## src/rtl/fsm_table_sequencer_if.sv

```systemverilog
// Host-side bundle for the table-driven FSM sequencer: table programming, run control,
// symbol stream in, FSM output and status out.
interface fsm_table_sequencer_if #(
  parameter int CNT_W = 5
);
  logic             start;
  logic             stop;
  logic             cfg_wr;
  logic [4:0]       cfg_addr;
  logic [5:0]       cfg_data;
  logic             cfg_ack;
  logic             cfg_err;
  logic             sym_valid;
  logic [1:0]       sym;
  logic             sym_ready;
  logic             out_valid;
  logic [2:0]       out;
  logic [2:0]       state_o;
  logic [CNT_W-1:0] step_cnt;
  logic             busy;
  logic             done;

  modport master (
    output start, stop, cfg_wr, cfg_addr, cfg_data, sym_valid, sym,
    input  cfg_ack, cfg_err, sym_ready, out_valid, out, state_o, step_cnt, busy, done
  );

  modport slave (
    input  start, stop, cfg_wr, cfg_addr, cfg_data, sym_valid, sym,
    output cfg_ack, cfg_err, sym_ready, out_valid, out, state_o, step_cnt, busy, done
  );
endinterface

```

## src/rtl/fsm_table_sequencer.sv

```systemverilog
// Table-driven 8-state FSM controller: owns the 32x6 transition RAM, accepts programming outside RUN,
// steps once per accepted symbol; out/out_valid follow an accept by 1 cycle, sym_ready only in RUN.
module fsm_table_sequencer #(
  parameter logic [2:0] INIT_STATE = 3'd0,
  parameter int         MAX_STEPS  = 16,
  parameter int         CNT_W      = 5
) (
  input  logic                 clk,
  input  logic                 reset,
  fsm_table_sequencer_if.slave bus
);
  typedef enum logic [1:0] {IDLE, RUN, DONE} ctrl_t;

  localparam logic [CNT_W-1:0] LAST = CNT_W'(MAX_STEPS - 1);

  ctrl_t      ctrl, ctrl_nxt;
  logic [5:0] ram [32];
  logic       accept;
  logic       start_run;
  logic       wr_ok;
  logic       wr_rej;
  logic [5:0] entry;

  always_ff @(posedge clk or negedge reset) begin
    if (!reset) ctrl <= IDLE;
    else        ctrl <= ctrl_nxt;
  end

  // stop overrides everything, including a simultaneous start
  always_comb begin
    ctrl_nxt = ctrl;
    if (bus.stop) begin
      ctrl_nxt = IDLE;
    end else begin
      case (ctrl)
        IDLE:    if (bus.start) ctrl_nxt = RUN;
        RUN:     if (accept && bus.step_cnt == LAST) ctrl_nxt = DONE;
        DONE:    if (bus.start) ctrl_nxt = RUN;
        default: ctrl_nxt = IDLE;
      endcase
    end
  end

  always_comb begin
    bus.sym_ready = (ctrl == RUN);
    bus.busy      = (ctrl == RUN);
    bus.done      = (ctrl == DONE);
    accept        = bus.sym_valid && (ctrl == RUN) && !bus.stop;
    start_run     = bus.start && !bus.stop && (ctrl != RUN);
    wr_ok         = bus.cfg_wr && (ctrl != RUN);
    wr_rej        = bus.cfg_wr && (ctrl == RUN);
    entry         = ram[{bus.state_o, bus.sym}];
  end

  // table contents deliberately survive reset
  always_ff @(posedge clk) begin
    if (reset && wr_ok) ram[bus.cfg_addr] <= bus.cfg_data;
  end

  always_ff @(posedge clk or negedge reset) begin
    if (!reset) begin
      bus.state_o   <= INIT_STATE;
      bus.out       <= 3'd0;
      bus.step_cnt  <= '0;
      bus.out_valid <= 1'b0;
      bus.cfg_ack   <= 1'b0;
      bus.cfg_err   <= 1'b0;
    end else begin
      bus.cfg_ack   <= wr_ok;
      bus.cfg_err   <= wr_rej;
      bus.out_valid <= accept;
      if (start_run) begin
        bus.state_o  <= INIT_STATE;
        bus.step_cnt <= '0;
      end else if (accept) begin
        bus.state_o  <= entry[5:3];
        bus.out      <= entry[2:0];
        bus.step_cnt <= bus.step_cnt + 1'b1;
      end
    end
  end
endmodule

```

## src/flat_wrapper.sv

```systemverilog
// flat-port wrapper written by rule: the top's interface ports become plain ports
module fsm_table_sequencer_flat 
#(
  parameter logic [2:0] INIT_STATE = 3'd0,
  parameter int         MAX_STEPS  = 16,
  parameter int         CNT_W      = 5
)
  (clk, reset, bus_start, bus_stop, bus_cfg_wr, bus_cfg_addr, bus_cfg_data, bus_sym_valid, bus_sym, bus_cfg_ack, bus_cfg_err, bus_sym_ready, bus_out_valid, bus_out, bus_state_o, bus_step_cnt, bus_busy, bus_done);
  fsm_table_sequencer_if #(.CNT_W(CNT_W)) bus_i ();
  input  logic clk;
  input  logic reset;
  input wire logic [$bits(bus_i.start)-1:0] bus_start;
  input wire logic [$bits(bus_i.stop)-1:0] bus_stop;
  input wire logic [$bits(bus_i.cfg_wr)-1:0] bus_cfg_wr;
  input wire logic [$bits(bus_i.cfg_addr)-1:0] bus_cfg_addr;
  input wire logic [$bits(bus_i.cfg_data)-1:0] bus_cfg_data;
  input wire logic [$bits(bus_i.sym_valid)-1:0] bus_sym_valid;
  input wire logic [$bits(bus_i.sym)-1:0] bus_sym;
  output wire logic [$bits(bus_i.cfg_ack)-1:0] bus_cfg_ack;
  output wire logic [$bits(bus_i.cfg_err)-1:0] bus_cfg_err;
  output wire logic [$bits(bus_i.sym_ready)-1:0] bus_sym_ready;
  output wire logic [$bits(bus_i.out_valid)-1:0] bus_out_valid;
  output wire logic [$bits(bus_i.out)-1:0] bus_out;
  output wire logic [$bits(bus_i.state_o)-1:0] bus_state_o;
  output wire logic [$bits(bus_i.step_cnt)-1:0] bus_step_cnt;
  output wire logic [$bits(bus_i.busy)-1:0] bus_busy;
  output wire logic [$bits(bus_i.done)-1:0] bus_done;
  assign bus_i.start = bus_start;
  assign bus_i.stop = bus_stop;
  assign bus_i.cfg_wr = bus_cfg_wr;
  assign bus_i.cfg_addr = bus_cfg_addr;
  assign bus_i.cfg_data = bus_cfg_data;
  assign bus_i.sym_valid = bus_sym_valid;
  assign bus_i.sym = bus_sym;
  assign bus_cfg_ack = bus_i.cfg_ack;
  assign bus_cfg_err = bus_i.cfg_err;
  assign bus_sym_ready = bus_i.sym_ready;
  assign bus_out_valid = bus_i.out_valid;
  assign bus_out = bus_i.out;
  assign bus_state_o = bus_i.state_o;
  assign bus_step_cnt = bus_i.step_cnt;
  assign bus_busy = bus_i.busy;
  assign bus_done = bus_i.done;
  fsm_table_sequencer #(.INIT_STATE(INIT_STATE), .MAX_STEPS(MAX_STEPS), .CNT_W(CNT_W)) u_core (.clk(clk), .reset(reset), .bus(bus_i));
endmodule
```

## config.mk

```make
export PLATFORM = sky130hd
export DESIGN_NAME = fsm_table_sequencer_flat
export DESIGN_NICKNAME = d
export VERILOG_FILES = /design/src/rtl/fsm_table_sequencer_if.sv /design/src/rtl/fsm_table_sequencer.sv /design/src/flat_wrapper.sv
export SDC_FILE = /design/constraint.sdc
export NUM_CORES = 1
export LEC_CHECK = 0
export CAP_MARGIN = 20
export CORE_UTILIZATION = 25
export DETAILED_ROUTE_END_ITERATION = 16
export SLEW_MARGIN = 20
export SYNTH_ARGS = -nofsm -noshare
export SYNTH_HDL_FRONTEND = slang
export SYNTH_SLANG_ARGS = --single-unit
```

## constraint.sdc

```tcl
create_clock -name clk -period 1.85 [get_ports clk]
set_input_delay 0.37 -clock clk [delete_from_list [all_inputs] [get_ports clk]]
set_output_delay 0.37 -clock clk [all_outputs]
set_load 0.01 [all_outputs]
```

# --- Yosys cells after proc, flatten, opt, wreduce, memory -nomap -nowiden ---
# Memory sizes are Yosys's and may differ from the RTL's.
# Index checks and enable logic that the tools add are counted.
totals:
  mem_count: 1
  ramBits: 192
  reg_bits: 16
  out_inout_bits: 17
op_classes:
  addsub: 1
  mux: 10
  n_eq_ne: 6
  n_bitwise: 1
  n_reduce_logical: 14
memory_table:
  columns: ["memory", "words", "width", "rd", "rd_ports_with_merged_regs", "write_ports", "line", "source"]
  rows:
  - ["u_core.ram", 32, 6, 1, 0, 1, "fsm_table_sequencer.sv:17", "logic [5:0] ram [32];"]
ops:
  columns: ["operator", "n"]
  rows:
  - ["$mux 5", 2]
  - ["$logic_and 1x1->1", 8]
  - ["$mux 2", 3]
  - ["$mux 3", 2]
  - ["$add 5x1->5 const B", 1]
  - ["$eq 5x4->1 const B", 1]
  - ["$pmux 2 s2", 1]
  - ["$reduce_and 2->1", 2]
  - ["$ne 3x1->1 const B", 1]
  - ["$ne 3x2->1 const B", 1]
  - ["$eq 2x1->1 const B", 1]
  - ["$eq 2x2->1 const B", 1]
  - ["$logic_not 2->1", 1]
  - ["$mux 1", 2]
  - ["$ne 2x1->1 const B", 1]
  - ["$reduce_bool 2->1", 1]
  - ["$reduce_or 2->1", 1]
  - ["$logic_not 1->1", 1]
  - ["$not 1->1", 1]

# --- Logic depth before layout (Yosys ltp) ---
# Gate-level depths: netlist (run 1).
logic_depth:
  ltp_word: 7
  mapped_depth: 8
  ltp_nobuf: 6

# --- Worst setup path after synthesis (run 1) ---
# No wires, ideal clock.
synth_timing:
  path_type: "reg2reg"
  from: "register u_core.ctrl[0]"
  to: "memory u_core.ram[4][0], enable pin"
  path_buffers: 1
  stages_incl_launch_ff: 6
  t_arrival_ns: 1.411
  path_slack_ns: 0.089
  t_required_ns: 1.500
  period_less_slack_ns: 1.761
  setup_time_ns: 0.350
  path_cell_list: "dfrtp_1 nand2b_1 nand3_1 or3_1 clkbuf_1 nor2_1"
synth_via:
  elab_chain_len: 5
synth_rtl:
  columns: ["element", "line", "source"]
  rows:
  - ["from (decl)", "fsm_table_sequencer.sv:16", "ctrl_t ctrl, ctrl_nxt;"]
  - ["from (signal assigned)", "fsm_table_sequencer.sv:26", "else ctrl <= ctrl_nxt;"]
  - ["$ne 2x1->1", "fsm_table_sequencer.sv:50", "wr_ok = bus.cfg_wr && (ctrl != RUN);"]
  - ["$logic_and 1x1->1", "fsm_table_sequencer.sv:50", null]
  - ["$logic_and 1x1->1", "fsm_table_sequencer.sv:57", "if (reset && wr_ok) ram[bus.cfg_addr] <= bus.cfg_data;"]
  - ["$mux 1", "fsm_table_sequencer.sv:57", null]
  - ["$mux 1 (implied by the code)", "fsm_table_sequencer.sv:57", null]
  - ["to (decl)", "fsm_table_sequencer.sv:17", null]
# Every way passes these cells.

# --- Final worst setup path (run 1) ---
layout_timing:
  from: "register u_core.bus.out[1]"
  to: "output port bus_out[1]"
layout_lines:
  columns: ["element", "line", "source"]
  rows:
  - ["from (decl)", "fsm_table_sequencer_if.sv:30", "output cfg_ack, cfg_err, sym_ready, out_valid, out, state_o, step_cnt, busy, done"]
  - ["from (signal assigned)", "fsm_table_sequencer.sv:77", "bus.out <= entry[2:0];"]
  - ["to (decl)", "flat_wrapper.sv:23", "output wire logic [$bits(bus_i.out)-1:0] bus_out;"]
# No word-level cell between the ends.

==> impl_metrics.tcl, run 1 <==
set metrics [dict create \
    cpPeakStageDelay_ns 0.56 \
    dpl.hpwl_mm 13.8 \
    synth_top_family_by_area "multiplexers" \
    critical_path.max_fanout 2 \
    crit_start "u_core.bus.out[1]" \
    path_buf_inv 1 \
    area_growth_pct 29.2 \
    cts_buffers 23 \
    overflow 0 \
    start_kind "register" \
    ctsHoldBuffers 0 \
    path_class "register to output pin" \
    rr_startpoint "u_core.bus.state_o[0]" \
    start_util_pct 25.6 \
    grt_max_degree 33 \
    final_hold_viol_count 0 \
    r2r_cells 7 \
    num_vias 4889 \
    drc 0 \
    ioPinCount 36 \
    final_layout_size_suffix_gt1_share_pct 29.1 \
    n_antenna_cell 0 \
    synthSimpleGateAreaFrac_pct 6.11 \
    drt-met1-wl_mm 9.26 \
    die_h_um 185 \
    htreeDepth 1 \
    seqPwrFrac_pct 48.1 \
    synth_nets 510 \
    dr.pass1.iters 5 \
    placed_cells 1045 \
    path_depth 1 \
    cts_sinks 208 \
    fp.coreArea_mm2 0.0328 \
    hp-class "primary input to async pin" \
    fin_crit_ns 1.79 \
    routed_wirelength_mm 20.3 \
    grt_pass1_wl_mm 30.7 \
    path_delay_family "buffers and inverters" \
    ant_nets 0 \
    synthXorXnorAreaFrac_pct 0.209 \
    combPwrFrac_pct 12.0 \
    cp_cell_sequence "clkdlybuf4s50_1" \
    rows 66 \
    syn_area_per_cell_um2 17.2 \
    vdd_ir_drop_max_mv 0.517 \
    root_buffer "clkbuf_16" \
    netlist_area_mm2 0.00839 \
    layout_commonest_cell "edfxtp_1" \
    clkPwrFrac_pct 39.9 \
    slew_headroom_pct 69.9 \
    final_util_pct 33.1 \
    ys.flop_type "edfxtp_1" \
    tightest_slew_ns 0.440 \
    max_freq_mhz 559 \
    cp-end-kind "output pin" \
    synthAdderAreaFrac_pct 0.298 \
    p_int_uw 8470 \
    dr_wl_met2_mm 9.45 \
    p_sw_uw 2460 \
    grt_usage_pct 12.2 \
    arrival_ns 1.42 \
    fin_nets 657 \
    powerDensity_mw_per_mm2 1010 \
    finalSetupTns_ns 0 \
    dr_wl_met3_mm 1.25 \
    p_leak_uw 0.00387 \
    synth_edf_count 192 \
    antenna_found_initial 0 \
    cts_tree "yes" \
    dieArea_mm2 0.0343 \
    slowest_stage "clkdlybuf4s50_1" \
    max_cap_viol_count 0 \
    final_cell_mix "edfxtp_1 (192), buf_4 (101), mux2i_1 (51), nor2_1 (45), clkbuf_16 (24)" \
    port_buffers 35 \
    clk_pin_slew_ns 0.05 \
    synth_mux_area_share_pct 12.9 \
    sw_frac_of_total_pct 22.5 \
    highest_layer "met4" \
    routedWlPerCell_um 18.6 \
    drt_iter0_drc 349 \
    yosysSeqAreaShare_pct 73.5 \
    setup_violations 0 \
    finalCritPeriodShare_pct 96.7 \
    syn-instance-count 489 \
    clockBufferDepth 3 \
    viasPerCell 4.47 \
    clk_latency_ns 0.50 \
    outcome "complete, no violations" \
    die_w_um 185 \
    ys_warn_count 0 \
    rsz0062_at_grt "yes" \
    grt_pass1_vias 5064 \
    fin_cells 1094 \
    worstPathRequired_ns 1.48 \
    async_flop_share_pct 7.69 \
    ys_types 47 \
    gp_congestion 0.773 \
    ys_ff_latch 208 \
    synth-compound-area-share_pct 5.00 \
    final_max_slew_viol_count 0 \
    skew_ns 0.00717 \
]
[registers in the layout (all words and copies together) (netlist names)]
| register | count |
|---|---|
| u_core.ram | 192 |
| u_core.bus.cfg_ack | 1 |
| u_core.bus.out_valid | 1 |
| u_core.bus.step_cnt | 5 |
| u_core.bus.state_o | 3 |
| u_core.bus.out | 3 |
| u_core.bus.cfg_err | 1 |
| u_core.ctrl | 2 |
[what timing repair did]
item,in CTS,in global routing
endpoints found under the setup margin,8,100
pin swaps,0,1
setup buffers,4,2
endpoints found under the hold margin,0,0
gates cloned,1,1
gates resized for setup,16,22
[cell type report]
type / instances / area (um^2)
clock buffers: 36 / 674
clock inverters: 5 / 50.0
fillers: 3163 / 21900
inverters: 6 / 22.5
multi-input cells: 252 / 2100
flip-flops and latches: 208 / 6170
well taps: 442 / 553
repair buffers: 145 / 1270
[metrics by stage]
step | worst slack (ns) | area [um^2] | hold WS (ns) | power (uW)
6_report | 0.0607 | 10800 | 0.277 | 10900
3_5_place_dp | -0.458 | 9960 | 0.517 | 6570
5_1_grt | -0.0109 | 10800 | 0.299 | 11300
4_1_cts | 0.00131 | 10700 | 0.258 | 11000
3_3_place_gp | -0.455 | 9960 | 0.501 | 6560
2_1_floorplan | 0.0889 | 8390 | 0.0744 | 5960
[synth_stat cells, types with 3 or more instances]
| library cell | count | area, um^2 |
|---|---|---|
| a211oi_1 | 4 | 30.0 |
| a21oi_1 | 7 | 35.0 |
| a22o_1 | 4 | 35.0 |
| a22oi_1 | 13 | 97.6 |
| a32oi_1 | 4 | 35.0 |
| and2_1 | 3 | 18.8 |
| buf_2 | 6 | 30.0 |
| buf_4 | 8 | 60.1 |
| buf_6 | 3 | 33.8 |
| clkbuf_1 | 6 | 22.5 |
| dfrtp_1 | 16 | 400 |
| edfxtp_1 | 192 | 5770 |
| inv_1 | 4 | 15.0 |
| mux2_1 | 4 | 45.0 |
| mux2_2 | 9 | 101 |
| mux2i_1 | 51 | 510 |
| mux4_1 | 5 | 131 |
| mux4_2 | 13 | 293 |
| nand2_1 | 18 | 67.6 |
| nand2b_1 | 3 | 18.8 |
| nand3_1 | 8 | 40.0 |
| nand3b_1 | 3 | 22.5 |
| nand4_1 | 6 | 37.5 |
| nor2_1 | 49 | 184 |
| nor2b_1 | 8 | 50.1 |
| o211ai_1 | 3 | 22.5 |
| o21ai_1 | 5 | 25.0 |
| o22ai_1 | 4 | 25.0 |
[path summary, 6_finish.rpt]
| kind | end | slack [ns] |
|---|---|---|
| worst max-delay path | bus_out[1] | 0.06 |
| worst min-delay path | u_core.bus.cfg_ack | 0.28 |
| worst max register to register | u_core.bus.state_o[2] | 0.07 |
| worst min register to register | u_core.bus.step_cnt[4] | 0.53 |
| max in group asynchronous | u_core.bus.state_o[1] | 1.34 |
| min in group clk | u_core.bus.step_cnt[4] | 0.53 |
[power by group through the flow]
stage                     Clock [uW]  Sequential, uW  Combinational, uW
after floorplan                    0            5370                589
after global placement             0            5370               1190
after detailed placement           0            5370               1200
after CTS                       4430            5260               1300
after global routing            4610            5260               1420
final                           4360            5260               1310
[logic make-up after synthesis]
kind of cell | count (synthesis)
buffers and inverters | 29
adders and majority gates | 2
and+or+nand+nor | 108
DFF | 208
muxes | 82
AOI/OAI and AO/OA | 58
xor gates and xnor gates | 2
[routing by layer]
layer | vias up | GRT usage [%]
met5 | - | 0
met4 | 0 | 3.04
met3 | 29 | 2.58
met2 | 132 | 19.8
li1 | 2234 | -
met1 | 2494 | 16.5
(Power assumes the default switching activity.)
==> inputs of run 2 (changes only) <==
RECOVER_POWER = 25   (was unset)
SETUP_SLACK_MARGIN = 0.2   (was unset)
==> run 2 against run 1 <==
Compared with the run above:
- non-clock buffer count increased by 4
- die area did not move
- clock-buffer cell count is 8 lower
- setup slack improved by 0.044 ns
- core utilization grew 2.0 points
- total power grew 2.9%
- clock skew increased by 0.0031 ns
- fmax grew 2.5%
- sequential share of layout area shrank 3.3 points
- critical endpoint is now u_core.ram[3][4]
- largest cell class unchanged
- highest routed layer unchanged
==> impl_metrics.tcl, run 2 (same netlist as run 1, synthesis figures left out) <==
set metrics [dict create \
    rsz0062_at_grt "yes" \
    cts_tree "yes" \
    drt_iter0_drc 441 \
    dr.pass1.iters 5 \
    path_class "primary input to register" \
    tightest_slew_ns 0.767 \
    num-fill-cells 3080 \
    seqCellArea_mm2 0.00617 \
    ioPinCount 36 \
    start_kind "primary input" \
    dieArea_mm2 0.0343 \
    p_leak_uw 0.00396 \
    fin_nets 660 \
    arrival_ns 1.96 \
    preCtsSetupSlack_ns -0.492 \
    fin_ws_ns 0.104 \
    fp.coreArea_mm2 0.0328 \
    overflow 0 \
    viasPerCell 4.55 \
    largest_reg_flops 192 \
    htreeDepth 1 \
    powerDensity_mw_per_mm2 978 \
    dpl.hpwl_mm 13.9 \
    final_max_slew_viol_count 0 \
    r2r-end "u_core.ram[0][1]" \
    max_cap_viol_count 0 \
    drc 0 \
    cts_sinks 208 \
    hp-class "primary input to async pin" \
    top_regs "u_core.ram x192, u_core.bus.step_cnt x5" \
    setup_violations 0 \
    placed_cells 1036 \
    port_buffers 35 \
    gp_congestion 0.827 \
    grt_pass1_wl_mm 32.0 \
    die_w_um 185 \
    clockBufferDepth 3 \
    ctsHoldBuffers 0 \
    antenna_found_initial 0 \
    rrSetupSlack_ns 0.12 \
    slew_headroom_pct 48.9 \
    multi_input_area_mm2 0.00254 \
    routedWlPerCell_um 19.6 \
    fin_crit_ns 1.75 \
    r2r_cells 6 \
    num_vias 4995 \
    area_growth_pct 37.2 \
    die_h_um 185 \
    final_layout_size_suffix_gt1_share_pct 39.1 \
    worstPathRequired_ns 2.07 \
    root_buffer "clkbuf_16" \
    finalCritPeriodShare_pct 94.4 \
    skew_ns 0.0102 \
    outcome "complete, no violations" \
    cts_buffers 22 \
    vdd_ir_drop_max_mv 0.593 \
    routed_wirelength_mm 21.5 \
    cp-end-kind "register" \
    crit_start "reset" \
    grt_usage_pct 12.7 \
    fin_cells 1097 \
    layout_commonest_cell "edfxtp_1" \
    max_freq_mhz 573 \
    final_cell_mix "edfxtp_1 (192), buf_4 (61), mux2i_1 (50), buf_6 (36), nor2_4 (31)" \
    start_util_pct 25.6 \
    clk_latency_ns 0.50 \
    endpoint "u_core.ram[3][4]" \
    rows 66 \
    critical_path.max_fanout 17 \
    grt_pass1_vias 5158 \
    top_register "u_core.ram" \
    ant_nets 0 \
    n_antenna_cell 0 \
    clk_pin_slew_ns 0.06 \
    rr_startpoint "u_core.ctrl[1]" \
    final_hold_viol_count 0 \
    grt_max_degree 33 \
]
-- run 2: changes by cell type in the layout (fill, tap and decap cells not counted), sizes merged --
cell	before	now
clkdlybuf4s50	23	11
buf	111	113
clkdlybuf4s15	0	1
clkinvlp	0	3
clkinv	4	7
bufinv	1	2
dlygate4sd3	0	5
dlymetal6s2s	5	0
clkbuf	38	33
dlygate4sd2	3	13
-- run 2: layout make-up --
cell class	count	area share [%]
multi-input cells	252	22.1
clock buffers	28	5.16
well taps	442	4.80
clock inverters	12	1.03
inverters	6	0.217
repair buffers	149	13.1
flip-flops and latches	208	53.6
-- run 2: power by group --
| group | switching, uW | internal (uW) | total [uW] |
|---|---|---|---|
| Sequential | 77.8 | 5210 | 5290 |
| Clock | 1800 | 2560 | 4360 |
| Combinational | 829 | 777 | 1610 |
| Total | 2700 | 8550 | 11300 |
-- run 2: worst min-delay path by stage --
stage                                 from  slack [ns]  cells past startpoint                     end
finish                               reset        0.38                      2      u_core.bus.cfg_ack
global placement    u_core.bus.step_cnt[4]        0.52                      2  u_core.bus.step_cnt[4]
global route                         reset        0.40                      2      u_core.bus.cfg_ack
detailed placement  u_core.bus.step_cnt[4]        0.52                      2  u_core.bus.step_cnt[4]
floorplan                            reset        0.07                      0      u_core.bus.cfg_ack
CTS                                  reset        0.30                      2      u_core.bus.cfg_ack
-- run 2: timing repair --
action	4_1_cts	5_1_grt
cloned	3	0
endpoints found under the setup margin	168	201
hold endpoints to repair	0	0
setup buffers	15	3
resized for setup	120	68
pin swaps	25	21
-- run 2: critical path, stage by stage --
cell and delay [ns]:
dlygate4sd3_1 0.59, buf_4 0.30, nand4_1 0.17, buf_8 0.21, nor2_1 0.14, buf_4 0.16
-- run 2: layer usage --
layer / global-route usage, % / share of wire (%) / vias to the layer above
met5: 0 / 0 / -
met2: 21.6 / 50 / 160
met1: 16.7 / 43 / 2553
met4: 3.60 / 2.4 / 0
met3: 2.10 / 5.2 / 41
li1: - / - / 2241
-- run 2: through the flow --
step	hold slack [ns]	TNS, ns	power (uW)	util [%]	area [um^2]
5_1_grt	0.400	0	11600	35.1	11500
6_report	0.385	0	11300	35.1	11500
2_1_floorplan	0.0744	0	5970	-	8460
3_5_place_dp	0.523	-49.72	6650	30.5	9990
3_3_place_gp	0.518	-48.12	6640	30.5	9990
4_1_cts	0.297	0	11300	34.3	11200
==> variant 1, RTL diff (config.mk and constraints of run 1) <==
`CNT_W` is set to 5 in 3 places; all go to 6.
--- a/src/rtl/fsm_table_sequencer_if.sv
+++ b/src/rtl/fsm_table_sequencer_if.sv
@@ -2,5 +2,5 @@
 // symbol stream in, FSM output and status out.
 interface fsm_table_sequencer_if #(
-  parameter int CNT_W = 5
+  parameter int CNT_W = 6
 );
   logic             start;
--- a/src/rtl/fsm_table_sequencer.sv
+++ b/src/rtl/fsm_table_sequencer.sv
@@ -4,5 +4,5 @@
   parameter logic [2:0] INIT_STATE = 3'd0,
   parameter int         MAX_STEPS  = 16,
-  parameter int         CNT_W      = 5
+  parameter int         CNT_W      = 6
 ) (
   input  logic                 clk,
--- a/src/flat_wrapper.sv
+++ b/src/flat_wrapper.sv
@@ -4,5 +4,5 @@
   parameter logic [2:0] INIT_STATE = 3'd0,
   parameter int         MAX_STEPS  = 16,
-  parameter int         CNT_W      = 5
+  parameter int         CNT_W      = 6
 )
   (clk, reset, bus_start, bus_stop, bus_cfg_wr, bus_cfg_addr, bus_cfg_data, bus_sym_valid, bus_sym, bus_cfg_ack, bus_cfg_err, bus_sym_ready, bus_out_valid, bus_out, bus_state_o, bus_step_cnt, bus_busy, bus_done);
Ports: changed (resized bus_step_cnt); port bits go from 36 to 37. No check against the original RTL was run, so the function may have changed too.
==> variant 1 against run 1 <==
Final cell count shrank 9.8%. Worst setup slack worse by 0.029 ns. Total power decreased by 3.9%. Sequential share of layout area rose by 1.5 points. Maximum frequency decreased by 1.6%. Area after synthesis fell by 1.0%. Design area shrank 2.3%. Routed wire length shrank 6.6%. Sequential cell count rose by 1. Highest routed layer is now met5.
==> variant 1: results (changes against run 1) <==
Clock network
  – Clock Latency Late Sink: 0.50 ns (about the same)
  – H-tree depth: 1 (unchanged)
  – Clk slew on worst S/H paths: 0.07 ns (+0.02 ns)
  – CTS root buffer: clkbuf_16
  – Cts bufs inserted: 21 (-8.7%)

Routing
  – Drt total wl: 19000 um (-6.6%)
  – Drt first pass iters: 6 (+1)
  – DR vias: 4307 (-12%)
  – Starting DRT DRC Count: 305 (-13%)

Logic synthesis
  – Ys Warns: 0 (unchanged)
  – Post-synth top cells: edfxtp_1, nor2_1, mux4_2
  – Post-synth net total: 431 (-15%)
  – Top post-synthesis cells by area: edfxtp_1, mux4_2, dfrtp_1, mux4_1, nor2_1
  – Post-synth EDFFs: 192 (unchanged)
  – Register area share after synthesis: 74.5% (+1.1 points)
  – Asr flop ratio synth: 8.13% (+0.44 points)
  – Distinct cells, synth: 40 (-15%)

Timing
  – Slew @ Worst Pin: 0.357 ns (-0.0832 ns)
  – Worst Skew: 0.0102 ns (+0.00305 ns)

Critical path
  – Slowest cell on crit path: clkdlybuf4s50_1
  – FF-to-FF End: u_core.bus.state_o[1]
  – R2r worst-path depth: 6 (-1)
  – CP delay by family, top: buffers and inverters
  – Critical path's largest stage delay: 0.56 ns (about the same)
  – Critical Path AT: 1.45 ns (+0.03 ns)
  – RR Startpoint: u_core.bus.state_o[0]
  – Critical path peak fanout: 4 (+2)

Layout
  – Fillers: 3069 (-3.0%)
  – Layout cell share with drive strength beyond 1: 32.8% (+3.7 points)
  – Final net count: 551 (-16%)
  – Regs by FF count: u_core.ram (192), u_core.bus.step_cnt (6)

Global routing
  – Total GRT Usage: 11.6% (-0.63 points)
  – Number of global-route vias before repair: 4596 (-9.2%)
  – Initial antenna violation count: 2 (+2)
  – First-pass GRT wire length: 28700 um (-6.6%)

Place
  – Hpwl dp: 12800 um (-7.7%)
  – Post-DP Area: 0.00983 mm2 (-1.3%)
  – GP Congestion: 0.775 (+0.28%)
  – IO buf count: 36 (+2.9%)

Worst hold path
  – Hold Path Class: input pin to asynchronous set/reset pin

Power
  – Switching power summed over all nets: 2.20 mW (-11%)
  – Maximum vdd drop: 0.491 mV (-5.0%)
  – Leak: 3.60 nW (-7.1%)

Status
  – Status: complete, no violations
## variant 1: timing repair
action,CTS,global route
pin swaps,2,1
cloned,0,1
setup buffers,2,1
resized for setup,11,9
endpoints found under the hold margin,0,0
hold buffers,0,0
setup endpoints to repair,56,39
## variant 1: through the flow
step           hold slack [ns]  instances  setup TNS [ns]  util, %  setup WS (ns)
2_1_floorplan           0.0744        411               0        -        0.00192
3_3_place_gp             0.509        946          -56.11     30.1         -0.472
3_5_place_dp             0.510        946          -61.19     30.1         -0.511
4_1_cts                  0.234        985               0     32.3         0.0133
5_1_grt                  0.270        987         -0.0289     32.5       -0.00573
6_report                 0.251        987               0     32.5         0.0313
## variant 1: how the worst max path moves through the flow
stage,start,to,slack [ns],depth (start not counted)
after floorplan,bus_sym[0],u_core.bus.state_o[2],0.002,6
after global placement,bus_cfg_wr,u_core.ram[28][2],-0.47,5
after detailed placement,bus_cfg_wr,u_core.ram[12][5],-0.51,5
after CTS,u_core.bus.state_o[1],bus_state_o[1],0.01,1
after global routing,u_core.ctrl[1],bus_sym_ready,-0.006,3
final,u_core.bus.step_cnt[1],bus_step_cnt[1],0.03,1
## variant 1: logic make-up (layout without fill, tap and decap cells)
| logic type | after synthesis | after routing | share of synthesized area, % |
|---|---|---|---|
| AOI/OAI and AO/OA | 17 | 17 | 1.54 |
| xor gates and xnor gates | 5 | 5 | 0.527 |
| adders and majority gates | 1 | 1 | 0.151 |
| buffers and inverters | 24 | 158 | 1.82 |
| DFF | 209 | 209 | 74.5 |
| muxes | 59 | 59 | 15.8 |
| and+or+nand+nor | 96 | 96 | 5.57 |
## variant 1: power groups by stage
| stage | Clock (mW) | Combinational, mW | Sequential, mW |
|---|---|---|---|
| 3_5_place_dp | 0 | 0.860 | 5.35 |
| 6_report | 4.37 | 0.873 | 5.25 |
| 4_1_cts | 4.46 | 0.862 | 5.25 |
| 3_3_place_gp | 0 | 0.841 | 5.35 |
| 2_1_floorplan | 0 | 0.391 | 5.36 |
| 5_1_grt | 4.65 | 0.939 | 5.25 |
## variant 1: area by class of cell
cell class,count,area (um2),area share [%]
Timing Repair Buffer,116,1100,10.4
Inverter,5,18.8,0.177
Clock buffer,26,544,5.14
Sequential cell,209,6190,58.4
Tap cell,442,553,5.22
Clock inverter,11,156,1.48
Multi-Input combinational cell,178,2030,19.2
## variant 1: layer usage
| metal | track usage [%] | wire length [um] | up-vias |
|---|---|---|---|
| li1 | - | - | 1905 |
| met1 | 15.7 | 8500 | 2220 |
| met2 | 18.7 | 8900 | 140 |
| met5 | 0 | 18 | - |
| met4 | 3.60 | 463 | 4 |
| met3 | 2.19 | 1120 | 38 |
==> variant 2, RTL diff (flow settings as in run 1) <==
Made on the original files. The 3 values of `ctrl_t` get a one-hot encoding in 3 bits.
--- a/src/rtl/fsm_table_sequencer.sv
+++ b/src/rtl/fsm_table_sequencer.sv
@@ -10,5 +10,5 @@
   fsm_table_sequencer_if.slave bus
 );
-  typedef enum logic [1:0] {IDLE, RUN, DONE} ctrl_t;
+  typedef enum logic [2:0] {IDLE = 3'b001, RUN = 3'b010, DONE = 3'b100} ctrl_t;
 
   localparam logic [CNT_W-1:0] LAST = CNT_W'(MAX_STEPS - 1);
Check against the original RTL: same outputs for any inputs over 4 cycles, from zero or initial values and one cycle with reset low; so few cycles prove little.
==> variant 2 against run 1 <==
The run now ends with setup timing left. Worst setup slack got worse by 0.096 ns. Sequential cell count increased by 1. Register-to-register slack got worse by 0.05 ns. First-iteration DRC count decreased by 8.6%. Sequential share of layout area increased by 1.6 points. Critical endpoint is now bus_busy. Clock skew increased by 0.011 ns. Design area decreased by 2.3%. Synthesized cell count decreased by 12%. Routed wire length decreased by 4.9%. Area after synthesis about the same.
Power is not compared: it rests on default switching activity, and its combinational part moved more than twofold at a synthesized area within 25%.
==> variant 2: results (changes against run 1) <==
Clock network
  – Post-CTS repair timing setup buffer count: 3 (-1)
  – Post-CTS sizing: 33 (+17)
  – Clock Latency Late Sink: 0.52 ns (+0.02 ns)

Critical path
  – Critical Path AT: 1.52 ns (+0.10 ns)
  – R2R setup slack: 0.02 ns (-0.05 ns)
  – Crit path capture: bus_busy
  – R2r worst-path depth: 6 (-1)
  – Critical path peak fanout: 4 (+2)
  – Worst setup startpoint: u_core.ctrl[2]

Routing
  – DR WL/cell: 19.0 um (+2.3%)
  – Starting DRT DRC Count: 319 (-8.6%)

Logic synthesis
  – Post-synth top cells: edfxtp_1, nor2_1, mux4_2
  – Gate count after technology mapping: 432 (-12%)
  – Post-synth net total: 453 (-11%)

Layout
  – Fillers: 3160 (-0.095%)

Timing
  – Setup TNS: -0.0696 ns (-0.0696 ns)
  – Worst setup margin: -0.0350 ns (-0.0957 ns)
  – # setup viols final: 2 (+2)
  – Worst Skew: 0.0186 ns (+0.0114 ns)

Place
  – Inst Count DP: 973 (-6.9%)
  – Place WS: -0.475 ns (-0.0175 ns)

Status
  – Violated checks: setup timing
  – Status: finished with violations

Global routing
  – Number of global-route vias before repair: 4878 (-3.7%)
  – First-pass GRT wire length: 29500 um (-3.8%)
  – GR Util met2: 18.5% (-1.3 points)
  – GR Util met1: 16.1% (-0.42 points)
## variant 2: cell count changes in the layout (fill, tap and decap cells not counted), moves of 5 or more
cell	delta
clkbuf_8	-5
mux2i_1	-37
clkinv_1	+5
mux4_2	+26
buf_4	-20
nand2_1	-9
a22oi_1	-12
nor2b_1	-5
mux2_2	-5
## variant 2: area by class of cell
| cell class | instances | area [um2] | share of cell area (%) |
|---|---|---|---|
| clock buffer | 28 | 594 | 5.61 |
| timing repair buffer | 125 | 1080 | 10.2 |
| clock inverter | 12 | 75.1 | 0.709 |
| inverter | 8 | 32.5 | 0.307 |
| multi-input combinational | 193 | 2060 | 19.5 |
| sequential | 209 | 6190 | 58.5 |
| tap | 442 | 553 | 5.22 |
## variant 2: cells by family after synthesis
family / share of synthesized area [%]
muxes: 15.8
buffers and inverters: 2.01
xor gates and xnor gates: 0.418
and+or+nand+nor: 5.10
DFF: 73.9
adders and majority gates: 0.298
AOI/OAI and AO/OA: 2.55
